### config.mk
export PLATFORM = sky130hd
export DESIGN_NAME = hazard_ctrl
export DESIGN_NICKNAME = d
export VERILOG_FILES = /design/src/rtl/hazard_ctrl.sv
export SDC_FILE = /design/constraint.sdc
export NUM_CORES = 1
export LEC_CHECK = 0
export CAP_MARGIN = 20
export CORE_UTILIZATION = 46
export DETAILED_ROUTE_END_ITERATION = 7
export PLACE_DENSITY = 0.84
export SLEW_MARGIN = 0
export SYNTH_ARGS = -nofsm -noshare
export SYNTH_HDL_FRONTEND = slang
export SYNTH_SLANG_ARGS = --single-unit
### constraint.sdc
create_clock -name clk -period 2.7 [get_ports clk]
set_input_delay 0.27 -clock clk [delete_from_list [all_inputs] [get_ports clk]]
set_output_delay 0.27 -clock clk [all_outputs]
set_load 0.05 [all_outputs]
### src/rtl/hazard_ctrl.sv
// hazard_ctrl: scoreboard-based RAW hazard detection, stall/flush and operand forwarding select.
// Define HAZARD_CTRL_FORWARD_EN for forwarding (load-use stall only); otherwise stall on any EXE/MEM hit.
module hazard_ctrl (
   input  logic        clk,
   input  logic        reset,
   input  logic [31:0] Instruction_ID,
   input  logic        branch,
   output logic        stall,
   output logic        flush,
   output logic [1:0]  fwd_a,
   output logic [1:0]  fwd_b,
   output logic [15:0] stall_count
);

   typedef struct packed {
      logic       valid;
      logic [4:0] dest;
      logic       is_load;
   } slot_t;

   typedef enum logic [1:0] {
      FWD_RF  = 2'b00,
      FWD_MEM = 2'b01,
      FWD_WB  = 2'b10
   } fwd_sel_e;

   slot_t      exe_q, exe_d, mem_q, mem_d, wb_q, wb_d;
   fwd_sel_e   fwd_a_q, fwd_a_d, fwd_b_q, fwd_b_d;
   logic [15:0] stall_count_q, stall_count_d;

   logic [5:0] op;
   logic [4:0] rs, rt, rd;
   logic [4:0] src_a, src_b;
   slot_t      id_slot;
   logic       hit_exe;
   logic       raw_stall;

   assign op = Instruction_ID[31:26];
   assign rs = Instruction_ID[25:21];
   assign rt = Instruction_ID[20:16];
   assign rd = Instruction_ID[15:11];

   function automatic logic hits(input slot_t s, input logic [4:0] src);
      return s.valid && (src != 5'd0) && (s.dest == src);
   endfunction

`ifdef HAZARD_CTRL_FORWARD_EN
   function automatic fwd_sel_e pick(input logic [4:0] src, input slot_t exe, input slot_t mem);
      if (hits(exe, src)) return FWD_MEM;
      if (hits(mem, src)) return FWD_WB;
      return FWD_RF;
   endfunction
`endif

   // Source/destination decode; a source of 0 means "none" and never matches.
   always_comb begin
      id_slot = '0;
      src_a   = '0;
      src_b   = '0;
      if (Instruction_ID != '0 && op != 6'd2) src_a = rs;
      if (op == 6'd0 || op == 6'd43 || op == 6'd4) src_b = rt;
      case (op)
         6'd0:    if (Instruction_ID != '0) id_slot.dest = rd;
         6'd35:   begin
                     id_slot.dest    = rt;
                     id_slot.is_load = 1'b1;
                  end
         6'd8:    id_slot.dest = rt;
         default: id_slot.dest = '0;
      endcase
      id_slot.valid = (id_slot.dest != 5'd0);
      if (!id_slot.valid) id_slot.is_load = 1'b0;
   end

   always_comb begin
      hit_exe = hits(exe_q, src_a) | hits(exe_q, src_b);
`ifdef HAZARD_CTRL_FORWARD_EN
      raw_stall = hit_exe & exe_q.is_load;
`else
      raw_stall = hit_exe | hits(mem_q, src_a) | hits(mem_q, src_b);
`endif
      // Flush wins over stall; both are held low during reset.
      flush = reset & branch;
      stall = reset & ~branch & raw_stall;
   end

   always_comb begin
      wb_d          = mem_q;
      mem_d         = flush ? slot_t'('0) : exe_q;
      exe_d         = (stall | flush) ? slot_t'('0) : id_slot;
      fwd_a_d       = FWD_RF;
      fwd_b_d       = FWD_RF;
`ifdef HAZARD_CTRL_FORWARD_EN
      if (!(stall | flush)) begin
         fwd_a_d = pick(src_a, exe_q, mem_q);
         fwd_b_d = pick(src_b, exe_q, mem_q);
      end
`endif
      stall_count_d = stall_count_q;
      if (stall && stall_count_q != '1) stall_count_d = stall_count_q + 16'd1;
   end

   always_ff @(posedge clk) begin
      if (!reset) begin
         exe_q         <= '0;
         mem_q         <= '0;
         wb_q          <= '0;
         fwd_a_q       <= FWD_RF;
         fwd_b_q       <= FWD_RF;
         stall_count_q <= '0;
      end else begin
         exe_q         <= exe_d;
         mem_q         <= mem_d;
         wb_q          <= wb_d;
         fwd_a_q       <= fwd_a_d;
         fwd_b_q       <= fwd_b_d;
         stall_count_q <= stall_count_d;
      end
   end

   assign fwd_a       = fwd_a_q;
   assign fwd_b       = fwd_b_q;
   assign stall_count = stall_count_q;

   // WB results are visible to the ID read, so the WB slot only tracks occupancy.
   function automatic logic slot_ok(input slot_t s);
      return (s.valid == (s.dest != 5'd0)) && (!s.is_load || s.valid);
   endfunction

   a_slots_consistent: assert property (@(posedge clk) disable iff (!reset)
      slot_ok(exe_q) && slot_ok(mem_q) && slot_ok(wb_q));

endmodule

Word-level counts from Yosys, hierarchy flattened
Cells that the tools add are included.
- input bits: 35
- flip-flop bits (word level): 28
- output and inout bits: 22
- reductions and logical operators: 20
- bitwise logic cells: 9
- add/subtract/negate cells: 1
- mux-type cells: 4
- equality and inequality tests: 10
- operators by type and width (operator ; number):
    nonzero test 32 bit ; 1
    equality test 5 bit ; 4
    adder 16 x 1 -> 16 bit, second input constant ; 1
    != test 16 bit, second input constant ; 1
    two-way mux 5 bit ; 3
    nonzero test 5 bit ; 3
    equality test 6 bit, second input constant ; 2
    logical AND 1 bit ; 10
    one-hot mux 5 bit (2 select lines) ; 1
    equality test 6 x 3 -> 1 bit, second input constant ; 1
    equality test 6 x 4 -> 1 bit, second input constant ; 1
    logical NOT 6 bit ; 1
    != test 6 x 2 -> 1 bit, second input constant ; 1
    OR reduction 2 bit ; 3
    OR 1 bit ; 4
    bitwise AND 1 bit ; 3
    logical OR 1 bit ; 2
    NOT 1 bit ; 2

Depth between registers and ports, before layout
Gate-level depths: netlist (run 1).
- depth in word-level cells: 13
- mapped depth: 9
- depth with buffers taken out: 8

Worst setup path after synthesis (run 1)
Ideal clock, no wire load.
- kind: in2reg
- start: input port Instruction_ID[29]
- end: register stall_count_q[10], in the netlist stall_count[10]
- data required time: 2.612 ns
- stages: 9
- arrival: 2.325 ns
- slack: 0.287 ns
- path through: or4_4 nor3b_4 a31oi_1 o211a_1 o31ai_2 buf_4 inv_4 and3_4 a311oi_2
- word-level cells in the longest chain between the ends: 12
- elaborated cells between the ends (all ways): 29
- those cells by class: 7 x eq/ne; 2 x mux; 4 x bitwise; 16 x reduce/logical
- ends and longest elaborated chain (element ; line ; RTL):
    from (decl) ; 6 ; input logic [31:0] Instruction_ID,
    equality test 6 bit or logical NOT 6 bit (tied branches) ; 61 ; if (op == 6'd0 || op == 6'd43 || op == 6'd4) src_b = rt;
    logical OR 1 bit (2 in a row) ; 61 ;
    two-way mux 5 bit ; 61 ;
    nonzero test 5 bit ; 44 ; return s.valid && (src != 5'd0) && (s.dest == src);
    logical AND 1 bit (2 in a row) ; 44 ;
    OR 1 bit ; 76 ; hit_exe = hits(exe_q, src_a) | hits(exe_q, src_b);
    OR 1 bit ; 80 ; raw_stall = hit_exe | hits(mem_q, src_a) | hits(mem_q, src_b);
    OR 1 bit * ; 80 ;
    bitwise AND 1 bit * ; 84 ; stall = reset & ~branch & raw_stall;
    net stall ; 8 ; output logic stall,
    logical AND 1 bit * ; 100 ; if (stall && stall_count_q != '1) stall_count_d = stall_count_q + 16'd1;
    to (signal assigned) ; 117 ; stall_count_q <= stall_count_d;
    to (decl) ; 29 ; logic [15:0] stall_count_q, stall_count_d;
Mark *: on every way through the listed nets, which the timed path passes. The rest lies on a longest branch.
A chain may end at the register's enable or synchronous reset.

Final worst setup path (run 1)
- start: input port Instruction_ID[27]
- end: register stall_count_q[14], in the netlist stall_count[14]
- word-level cells in the longest chain between the ends: 12
- elaborated cells between the ends (all ways): 29
- those cells by class: 7 x eq/ne; 2 x mux; 4 x bitwise; 16 x reduce/logical
- ends and longest elaborated chain (element ; line):
    equality test 6 bit or logical NOT 6 bit (tied branches) ; 61
    logical OR 1 bit (2 in a row) ; 61
    two-way mux 5 bit ; 61
    nonzero test 5 bit ; 44
    logical AND 1 bit (2 in a row) ; 44
    OR 1 bit ; 76
    OR 1 bit ; 80
    OR 1 bit * ; 80
    bitwise AND 1 bit * ; 84
    logical AND 1 bit * ; 100
Mark *: on every way between the ends. The rest lies on a longest branch, timed or not.

==> out/metrics.csv, run 1 <==
stage,metric,value,unit
status,status,"finished, final reports clean",
worst_setup_path,endpoint_kind,register,
layout,drive_above_1_share,0.196,
layout,nets,323,
clock_tree,hold_buffers,0,
placed_design,finalWeightedCongestion,0.877,
worst_setup_path,worst-path-buf-inv,3,
clock_tree,clkTransAtPathRegs,100,ps
global_route,grt-ovfl-total,0,
pwr,power_switching,0.000201,W
pwr,power.total,0.000892,W
detailed_routing,viasPerCell,5.58,
clock_tree,cts_root_buf,clkbuf_8,
detailed_routing,wl_per_cell,15.2,µm
detailed_routing,vias,1864,
sta,worst_pin_slew,655,ps
clock_tree,clock-sinks,28,
pwr,power_frac_seq,0.465,
worst_setup_path,max_stage_delay,530,ps
sta,setup_viol,0,
detailed_routing,ant_nets,0,
floorplanning,num_io_pins,57,
clock_tree,numCtsBuffers,3,
layout,area_delta_synth_final,53.0,%
synth,synth_edf_count,0,
synth,postSynthAreaPerCell,8.58,µm²
sta,final-hold-violation-count,0,
synth,synth_flop_cell,dfxtp_1,
worst_setup_path,cp.arrival,2810,ps
layout,design_area,2700,µm²
synth,ys_ff_latch,28,
placed_design,dp_hpwl,3630,µm
worst_setup_path,crit_required,2860,ps
worst_setup_path,crit_chain,clkdlybuf4s50_1 > nor3b_4 > buf_4 > or4_4 > a2111oi_4 > o31ai_4 > buf_6 > or4_4 > mux2i_1,
placed_design,portBuffers,52,
layout,final_common_cell,clkdlybuf4s50_1,
floorplanning,start_util,0.483,
floorplanning,die_area,4090,µm²
worst_setup_path,critPathKind,input port to register,
synth,mappedNetlistArea,1770,µm²
clock_tree,cts_buffer_depth,2,
global_route,track_usage,0.254,
global_route,antenna_found_initial,0,
global_route,grt_pass1_wl,8200,µm
pwr,p_comb_frac,0.166,
worst_setup_path,cp_common_cell,or4_4,
floorplanning,rows,22,
global_route,grt_start_max_net_pins,27,
synth,yosysUniqueCellTypes,42,
synth,synthArstFlopShare,0,
floorplanning,die_y,64.0,µm
worst_setup_path,critical-path-slowest-cell,or4_4,
sta,relSlewSlack,0.560,
sta,finalCritPeriodShare,0.981,
detailed_routing,drt_iter0_markers,90,
synth,yosys.area.top_type,dfxtp_1,
clock_tree,htree_levels,1,
worst_setup_path,path_delay_family,simple AND/OR/NAND/NOR gates,
floorplanning,core-area,3660,µm²
placed_design,placed_area,2480,µm²
detailed_routing,drt-total-wl,5080,µm
run,maxCapViolations,0,
clock_tree,clk_latency,280,ps
detailed_routing,drc,0,
pwr,power.share.switching,0.226,
min_path,hold_path_class,register to register,
synth,synth_top_area_frac,0.317,
worst_setup_path,start_kind,input port,
worst_setup_path,crit_fanout,5,
synth,netlist_top_cells_area,"dfxtp_1 (32%), mux2i_1 (7.9%), nand2b_1 (5.0%), xor2_1 (4.0%), nand2_1 (3.8%)",
global_route,grt_pass1_vias,1750,
layout,diodes,0,
clock_tree,cts_tree,built,
sta,period_minus_slack,2650,ps
synth,ys_seq_area_frac,0.317,
detailed_routing,first_pass_iters,6,
floorplanning,die_w,64.0,µm
sta,max_freq,377,MHz
pwr,p_int,0.000691,W
sta,skew,16.0,ps
sta,drv_slew,0,
layout,nFillCells,264,
pwr,p_leak,1.14,nW
pwr,pwr_density_cell,330,nW/µm²
layout,layout_common_cells,"clkdlybuf4s50_1 (36), dfxtp_1 (28), buf_4 (26)",
pwr,ir_drop,301,µV
synth,ys_warn_count,0,
synth,synth_cells,206,
pwr,clkPwrFrac,0.369,
==> area by class of cell <==
cell class	instances	area [µm²]	share of cell area
Clock buffer	3	41.3	0.0153
Tap cell	48	60.1	0.0222
Inverter	10	40.0	0.0148
Multi-Input combinational cell	162	1190	0.441
Sequential cell	28	561	0.207
Timing Repair Buffer	82	779	0.288
Clock inverter	1	30.0	0.0111
==> cell usage after synthesis (2+ instances only) <==
cell type  instances
and4_1             4
mux2i_1           14
o22ai_1            2
or4_4              2
nor2_1            10
nand2_1           18
nor3_1             7
or3_1              3
or4_1              5
o21ai_0            2
nand4_1            8
a31oi_1            2
nand2b_1          14
a222oi_1           2
dfxtp_1           28
and3_1             3
xor2_1             8
and2_1            10
xnor2_1            3
inv_1              9
nor4_1             8
clkbuf_1           4
a21oi_1            3
buf_4              5
nand3_1           11
a22o_1             5
==> worst paths after layout <==
path                            cells past startpoint              end  slack [ps]                from
worst max-delay path                                9  stall_count[14]          50  Instruction_ID[27]
worst min-delay path                                2   stall_count[5]         490      stall_count[5]
worst max register to register                      7  stall_count[14]         120            mem_q[4]
worst min register to register                      2   stall_count[5]         490      stall_count[5]
==> per-stage QoR <==
stage / hold slack [ps] / setup TNS (ps) / instances / setup slack, ps / util
2_1_floorplan: 422 / 0 / 209 / 287 / -
3_3_place_gp: 471 / -4220 / 324 / -312 / 0.678
3_5_place_dp: 478 / -5080 / 324 / -349 / 0.678
4_1_cts: 491 / 0 / 331 / 13.7 / 0.717
5_1_grt: 527 / -22.5 / 334 / -22.2 / 0.739
6_report: 490 / 0 / 334 / 50.2 / 0.739
==> what timing repair did <==
action	4_1_cts	5_1_grt
setup endpoints to repair	4	16
setup buffers	3	3
gates resized for setup	19	15
pin swaps	12	14
endpoints found under the hold margin	0	0
==> registers in the layout, summed over array words and instances (netlist names) <==
name,cells
stall_count,16
mem_q,6
exe_q,6
==> power by group through the flow <==
stage,Sequential [W],Combinational (W),Clock (W)
2_1_floorplan,0.000424,0.0000544,0
3_3_place_gp,0.000424,0.000141,0
3_5_place_dp,0.000424,0.000143,0
4_1_cts,0.000415,0.000145,0.000332
5_1_grt,0.000415,0.000159,0.000353
6_report,0.000415,0.000148,0.000330
==> cells by family after synthesis <==
| kind of cell | synth area share |
|---|---|
| xor+xnor | 0.0545 |
| simple gates | 0.360 |
| other cells | 0.00212 |
| fa+ha+maj | 0.00708 |
| flops | 0.317 |
| buf+inv | 0.0524 |
| compound gates | 0.127 |
| mux | 0.0793 |
==> worst reg2reg max path, delay by kind of cell, from the launching register on <==
family	cells	cell delay (ps)
compound gates	3	700
flops	1	400
simple gates	2	1090
buf+inv	1	140
mux	1	130
==> metal layers <==
metal,up-vias,GRT usage,share of wire
met1,897,0.315,0.45
met4,0,0.0938,0.015
met5,-,0,0
li1,915,-,-
met3,7,0.0321,0.031
met2,45,0.445,0.51
Power figures use the tool's default switching activity.
==> run 2, diff against run 1 <==
--- a/config.mk
+++ b/config.mk
@@ -6,8 +6,11 @@
 export NUM_CORES = 1
 export LEC_CHECK = 0
 export CAP_MARGIN = 20
+export CORE_ASPECT_RATIO = 0.8
+export CORE_MARGIN = 2
 export CORE_UTILIZATION = 46
 export DETAILED_ROUTE_END_ITERATION = 7
+export GPL_TIMING_DRIVEN = 1
 export PLACE_DENSITY = 0.84
 export SLEW_MARGIN = 0
 export SYNTH_ARGS = -nofsm -noshare
==> out/metrics.csv, run 2 (synthesis results as in run 1) <==
stage,metric,value,unit
layout,diodes,0,
worst_setup_path,start_kind,input port,
pwr,p_int,0.000623,W
clock_tree,clkTransAtPathRegs,90,ps
min_path,hold_path_class,register to register,
sta,max_freq,372,MHz
clock_tree,cts_root_buf,clkbuf_8,
sta,tns,0,ps
pwr,p_comb_frac,0.182,
detailed_routing,viasPerCell,5.71,
run,maxCapViolations,0,
worst_setup_path,cp.arrival,2890,ps
global_route,grt-ovfl-total,0,
layout,drive_above_1_share,0.207,
layout,largest_register_ffs,16,
floorplanning,rows,20,
sta,finalCritPeriodShare,0.996,
pwr,clkPwrFrac,0.315,
placed_design,portBuffers,52,
min_path,hold_end,mem_q[2],
layout,design_area,2660,µm²
floorplanning,die_w,73.3,µm
status,status,"finished, final reports clean",
pwr,p_leak,1.11,nW
layout,nets,322,
worst_setup_path,path_delay_family,simple AND/OR/NAND/NOR gates,
sta,whs,493,ps
sta,skew,3.72,ps
clock_tree,clk_latency,270,ps
worst_setup_path,r2r_end,stall_count[14],
worst_setup_path,crit_required,2900,ps
clock_tree,hold_buffers,0,
detailed_routing,drt-total-wl,5310,µm
worst_setup_path,cp_common_cell,or4_4,
worst_setup_path,endpoint_kind,register,
worst_setup_path,critPathKind,input port to register,
global_route,grt_pass1_wl,8250,µm
floorplanning,start_util,0.474,
layout,layout_common_cells,"clkdlybuf4s50_1 (36), dfxtp_1 (28), buf_4 (28)",
detailed_routing,vias,1877,
worst_setup_path,crit_chain,clkdlybuf4s50_1 > nor3b_4 > or4_4 > a2111oi_4 > o31ai_4 > buf_4 > or4_4 > mux2i_1,
floorplanning,die_y,59.4,µm
sta,final-hold-violation-count,0,
worst_setup_path,reg2regPathDepth,7,
worst_setup_path,reg2reg_from,mem_q[5],
sta,period_minus_slack,2690,ps
pwr,ir_drop,334,µV
clock_tree,numCtsBuffers,3,
worst_setup_path,critical-path-slowest-cell,or4_4,
global_route,track_usage,0.243,
pwr,power_frac_seq,0.503,
detailed_routing,ant_nets,0,
layout,final_common_cell,clkdlybuf4s50_1,
min_path,holdPathStages,2,
clock_tree,htree_levels,1,
placed_design,finalWeightedCongestion,0.961,
worst_setup_path,crit_fanout,5,
placed_design,placed_area,2500,µm²
pwr,power.share.switching,0.245,
placed_design,dp_hpwl,3850,µm
global_route,grt_start_max_net_pins,27,
min_path,min_from,exe_q[2],
sta,worst_pin_slew,880,ps
clock_tree,clock-sinks,28,
worst_setup_path,worst-path-buf-inv,2,
sta,setup_viol,0,
floorplanning,core-area,3730,µm²
sta,relSlewSlack,0.408,
layout,area_delta_synth_final,50.8,%
worst_setup_path,rrSetupSlack,90,ps
worst_setup_path,max_stage_delay,550,ps
global_route,antenna_found_initial,0,
pwr,pwr_density_cell,309,nW/µm²
detailed_routing,first_pass_iters,4,
clock_tree,cts_tree,built,
floorplanning,die_area,4360,µm²
detailed_routing,wl_per_cell,16.1,µm
sta,drv_slew,0,
global_route,grt_pass1_vias,1737,
clock_tree,cts_buffer_depth,2,
floorplanning,num_io_pins,57,
detailed_routing,drt_iter0_markers,192,
pwr,power_switching,0.000202,W
detailed_routing,drc,0,
run 2: power by group through the flow:
stage                     sequential (W)  combinational (W)  clock (W)
after floorplan                 0.000424          0.0000544          0
after global placement          0.000424           0.000144          0
after detailed placement        0.000424           0.000147          0
after CTS                       0.000415           0.000146   0.000262
after global routing            0.000415           0.000160   0.000278
final                           0.000415           0.000150   0.000259
run 2: layer usage:
metal	vias up	track usage	routed length, µm
li1	915	-	-
met1	892	0.331	2450
met2	60	0.394	2520
met3	10	0.0578	256
met4	0	0.0476	88
met5	-	0	0
run 2: final cells by class:
class,count,area [µm²]
Multi-Input combinational cell,162,1200
Fill cell,274,1060
Timing Repair Buffer,81,744
Sequential cell,28,561
Clock buffer,4,55.1
Tap cell,44,55.1
Inverter,10,45.0
run 2: worst max path at each step:
stage / end / depth (start not counted) / slack, ps / from
after floorplan: stall_count[10] / 9 / 290 / Instruction_ID[29]
after global placement: stall / 9 / -220 / Instruction_ID[22]
after detailed placement: stall_count[14] / 9 / -280 / Instruction_ID[20]
after CTS: stall_count[14] / 9 / 20 / Instruction_ID[29]
after global routing: stall_count[14] / 8 / -40 / Instruction_ID[26]
final: stall_count[14] / 8 / 10 / Instruction_ID[26]
run 2: worst min-delay path: stages, from the launching register on:
cell and delay [ps]:
dfxtp_1 340, inv_1 80, nor2_1 40
run 2: per-stage QoR:
step	cells	setup WS [ps]	utilization	total power, W
2_1_floorplan	209	287	-	0.000478
3_3_place_gp	323	-220	0.670	0.000568
3_5_place_dp	323	-275	0.670	0.000571
4_1_cts	329	20.4	0.702	0.000823
5_1_grt	329	-36.2	0.714	0.000853
6_report	329	10.6	0.714	0.000824
run 2: timing repair:
action / CTS / global route
resized for setup: 23 / 18
endpoints found under the setup margin: 1 / 9
pin swaps: 11 / 13
buffers inserted: 2 / 0
==> run 3, diff against run 2 <==
--- a/config.mk
+++ b/config.mk
@@ -8,10 +8,10 @@
 export CAP_MARGIN = 20
 export CORE_ASPECT_RATIO = 0.8
 export CORE_MARGIN = 2
-export CORE_UTILIZATION = 46
+export CORE_UTILIZATION = 40
 export DETAILED_ROUTE_END_ITERATION = 7
 export GPL_TIMING_DRIVEN = 1
-export PLACE_DENSITY = 0.84
+export PLACE_DENSITY = 0.75
 export SLEW_MARGIN = 0
 export SYNTH_ARGS = -nofsm -noshare
 export SYNTH_HDL_FRONTEND = slang
==> constraint.sdc (replaced) <==
create_clock -name clk -period 2.68 [get_ports clk]
set_input_delay 0.268 -clock clk [delete_from_list [all_inputs] [get_ports clk]]
set_output_delay 0.268 -clock clk [all_outputs]
set_load 0.05 [all_outputs]
==> out/metrics.csv, run 3 (synthesis results as in run 1) <==
stage,metric,value,unit
detailed_routing,vias,1854,
global_route,track_usage,0.209,
global_route,grt_start_max_net_pins,27,
layout,layout_common_cells,"clkdlybuf4s50_1 (38), dfxtp_1 (28), buf_4 (26)",
pwr,pwr_density_cell,307,nW/µm²
worst_setup_path,endpoint_kind,register,
layout,largest_register_ffs,16,
sta,period_minus_slack,2630,ps
layout,nets,321,
floorplanning,rows,21,
pwr,ir_drop,210,µV
floorplanning,die_w,78.3,µm
floorplanning,die_area,4970,µm²
sta,skew,4.00,ps
detailed_routing,wl_per_cell,14.4,µm
worst_setup_path,crit_required,2850,ps
detailed_routing,drc,0,
clock_tree,cts_tree,built,
global_route,grt_pass1_vias,1718,
sta,drv_slew,0,
sta,finalCritPeriodShare,0.980,
placed_design,dp_hpwl,3710,µm
worst_setup_path,crit_end,stall_count[14],
run,maxCapViolations,0,
worst_setup_path,start_kind,input port,
pwr,power.share.switching,0.237,
sta,final-hold-violation-count,0,
clock_tree,clkTransAtPathRegs,90,ps
layout,final_util,0.637,
global_route,antenna_found_initial,0,
worst_setup_path,reg2reg_from,mem_q[5],
pwr,p_comb_frac,0.183,
worst_setup_path,max_stage_delay,540,ps
pwr,power_switching,0.000195,W
worst_setup_path,worst-path-buf-inv,2,
detailed_routing,first_pass_iters,4,
sta,relSlewSlack,0.558,
placed_design,portBuffers,52,
worst_setup_path,path_delay_family,simple AND/OR/NAND/NOR gates,
pwr,power_frac_seq,0.508,
clock_tree,numCtsBuffers,3,
layout,diodes,0,
global_route,grt-ovfl-total,0,
sta,worst_pin_slew,657,ps
placed_design,pre_cts_ws,-278,ps
floorplanning,die_y,63.4,µm
layout,final_common_cell,clkdlybuf4s50_1,
layout,area_delta_synth_final,51.5,%
worst_setup_path,reg2regPathDepth,7,
floorplanning,num_io_pins,57,
worst_setup_path,critical-path-slowest-cell,or4_4,
worst_setup_path,crit_chain,clkdlybuf4s50_1 > nand2_1 > or4_4 > a2111oi_4 > o31ai_4 > buf_4 > or4_4 > mux2i_1,
worst_setup_path,startpoint,Instruction_ID[21],
pwr,p_int,0.000628,W
worst_setup_path,path_depth,8,
pwr,clkPwrFrac,0.309,
clock_tree,hold_buffers,0,
layout,drive_above_1_share,0.197,
min_path,hold_path_class,register to register,
clock_tree,cts_root_buf,clkbuf_8,
worst_setup_path,cp.arrival,2800,ps
sta,setup_ws,52.8,ps
sta,tns,0,ps
detailed_routing,drt-total-wl,4910,µm
clock_tree,clock-sinks,28,
detailed_routing,ant_nets,0,
worst_setup_path,crit_fanout,3,
worst_setup_path,critPathKind,input port to register,
pwr,p_leak,1.13,nW
clock_tree,clk_latency,270,ps
worst_setup_path,rrSetupSlack,100,ps
clock_tree,cts_buffer_depth,2,
worst_setup_path,cp_common_cell,or4_4,
sta,setup_viol,0,
clock_tree,htree_levels,1,
placed_design,finalWeightedCongestion,0.902,
sta,max_freq,381,MHz
worst_setup_path,r2r_end,stall_count[14],
sta,rsz0062_at_grt,no,
global_route,grt_pass1_wl,8420,µm
floorplanning,core-area,4200,µm²
detailed_routing,drt_iter0_markers,162,
status,status,"finished, final reports clean",
sta,whs,489,ps
layout,nFillCells,341,
floorplanning,start_util,0.420,
detailed_routing,viasPerCell,5.44,
## run 3: metal layers
metal,vias to the layer above,GRT usage,part of all wire
met5,-,0,0
met4,0,0.0351,0.0081
met3,7,0.0344,0.064
met2,66,0.313,0.44
met1,875,0.318,0.49
li1,906,-,-
## run 3: cell type report
cell class	count	area [µm²]	area share
well taps	57	71.3	0.0266
inverters	10	40.0	0.0150
repair buffers	80	759	0.284
flip-flops and latches	28	561	0.209
multi-input cells	162	1190	0.445
clock buffers	4	55.1	0.0206
## run 3: worst min-delay path, stage by stage, from the launching register on
cell	delay, ps
dfxtp_1	340
nand2_1	60
mux2i_1	50
## run 3: timing repair
action / 4_1_cts / 5_1_grt
pin swaps: 9 / 10
setup endpoints to repair: 1 / 11
resized for setup: 17 / 15
gates cloned: 0 / 0
setup buffers: 3 / 0
## run 3: worst min path at each step
stage	cells past startpoint	to	slack [ps]	from
floorplan	2	stall_count[6]	420	reset
global placement	2	stall_count[5]	470	stall_count[5]
detailed placement	2	stall_count[9]	480	stall_count[9]
CTS	2	stall_count[9]	490	stall_count[9]
global route	1	mem_q[6]	520	exe_q[6]
finish	2	stall_count[9]	490	stall_count[9]
## run 3: power by group through the flow
stage / Combinational (W) / Clock [W] / Sequential (W)
after global placement: 0.000145 / 0 / 0.000428
final: 0.000151 / 0.000254 / 0.000418
after floorplan: 0.0000548 / 0 / 0.000427
after detailed placement: 0.000146 / 0 / 0.000427
after CTS: 0.000149 / 0.000264 / 0.000418
after global routing: 0.000162 / 0.000281 / 0.000418
## run 3: through the flow
step / instances / area (µm²) / power (W)
floorplan: 209 / 1780 / 0.000482
global placement: 335 / 2510 / 0.000573
detailed placement: 335 / 2510 / 0.000574
CTS: 341 / 2630 / 0.000831
global route: 341 / 2680 / 0.000861
finish: 341 / 2680 / 0.000823
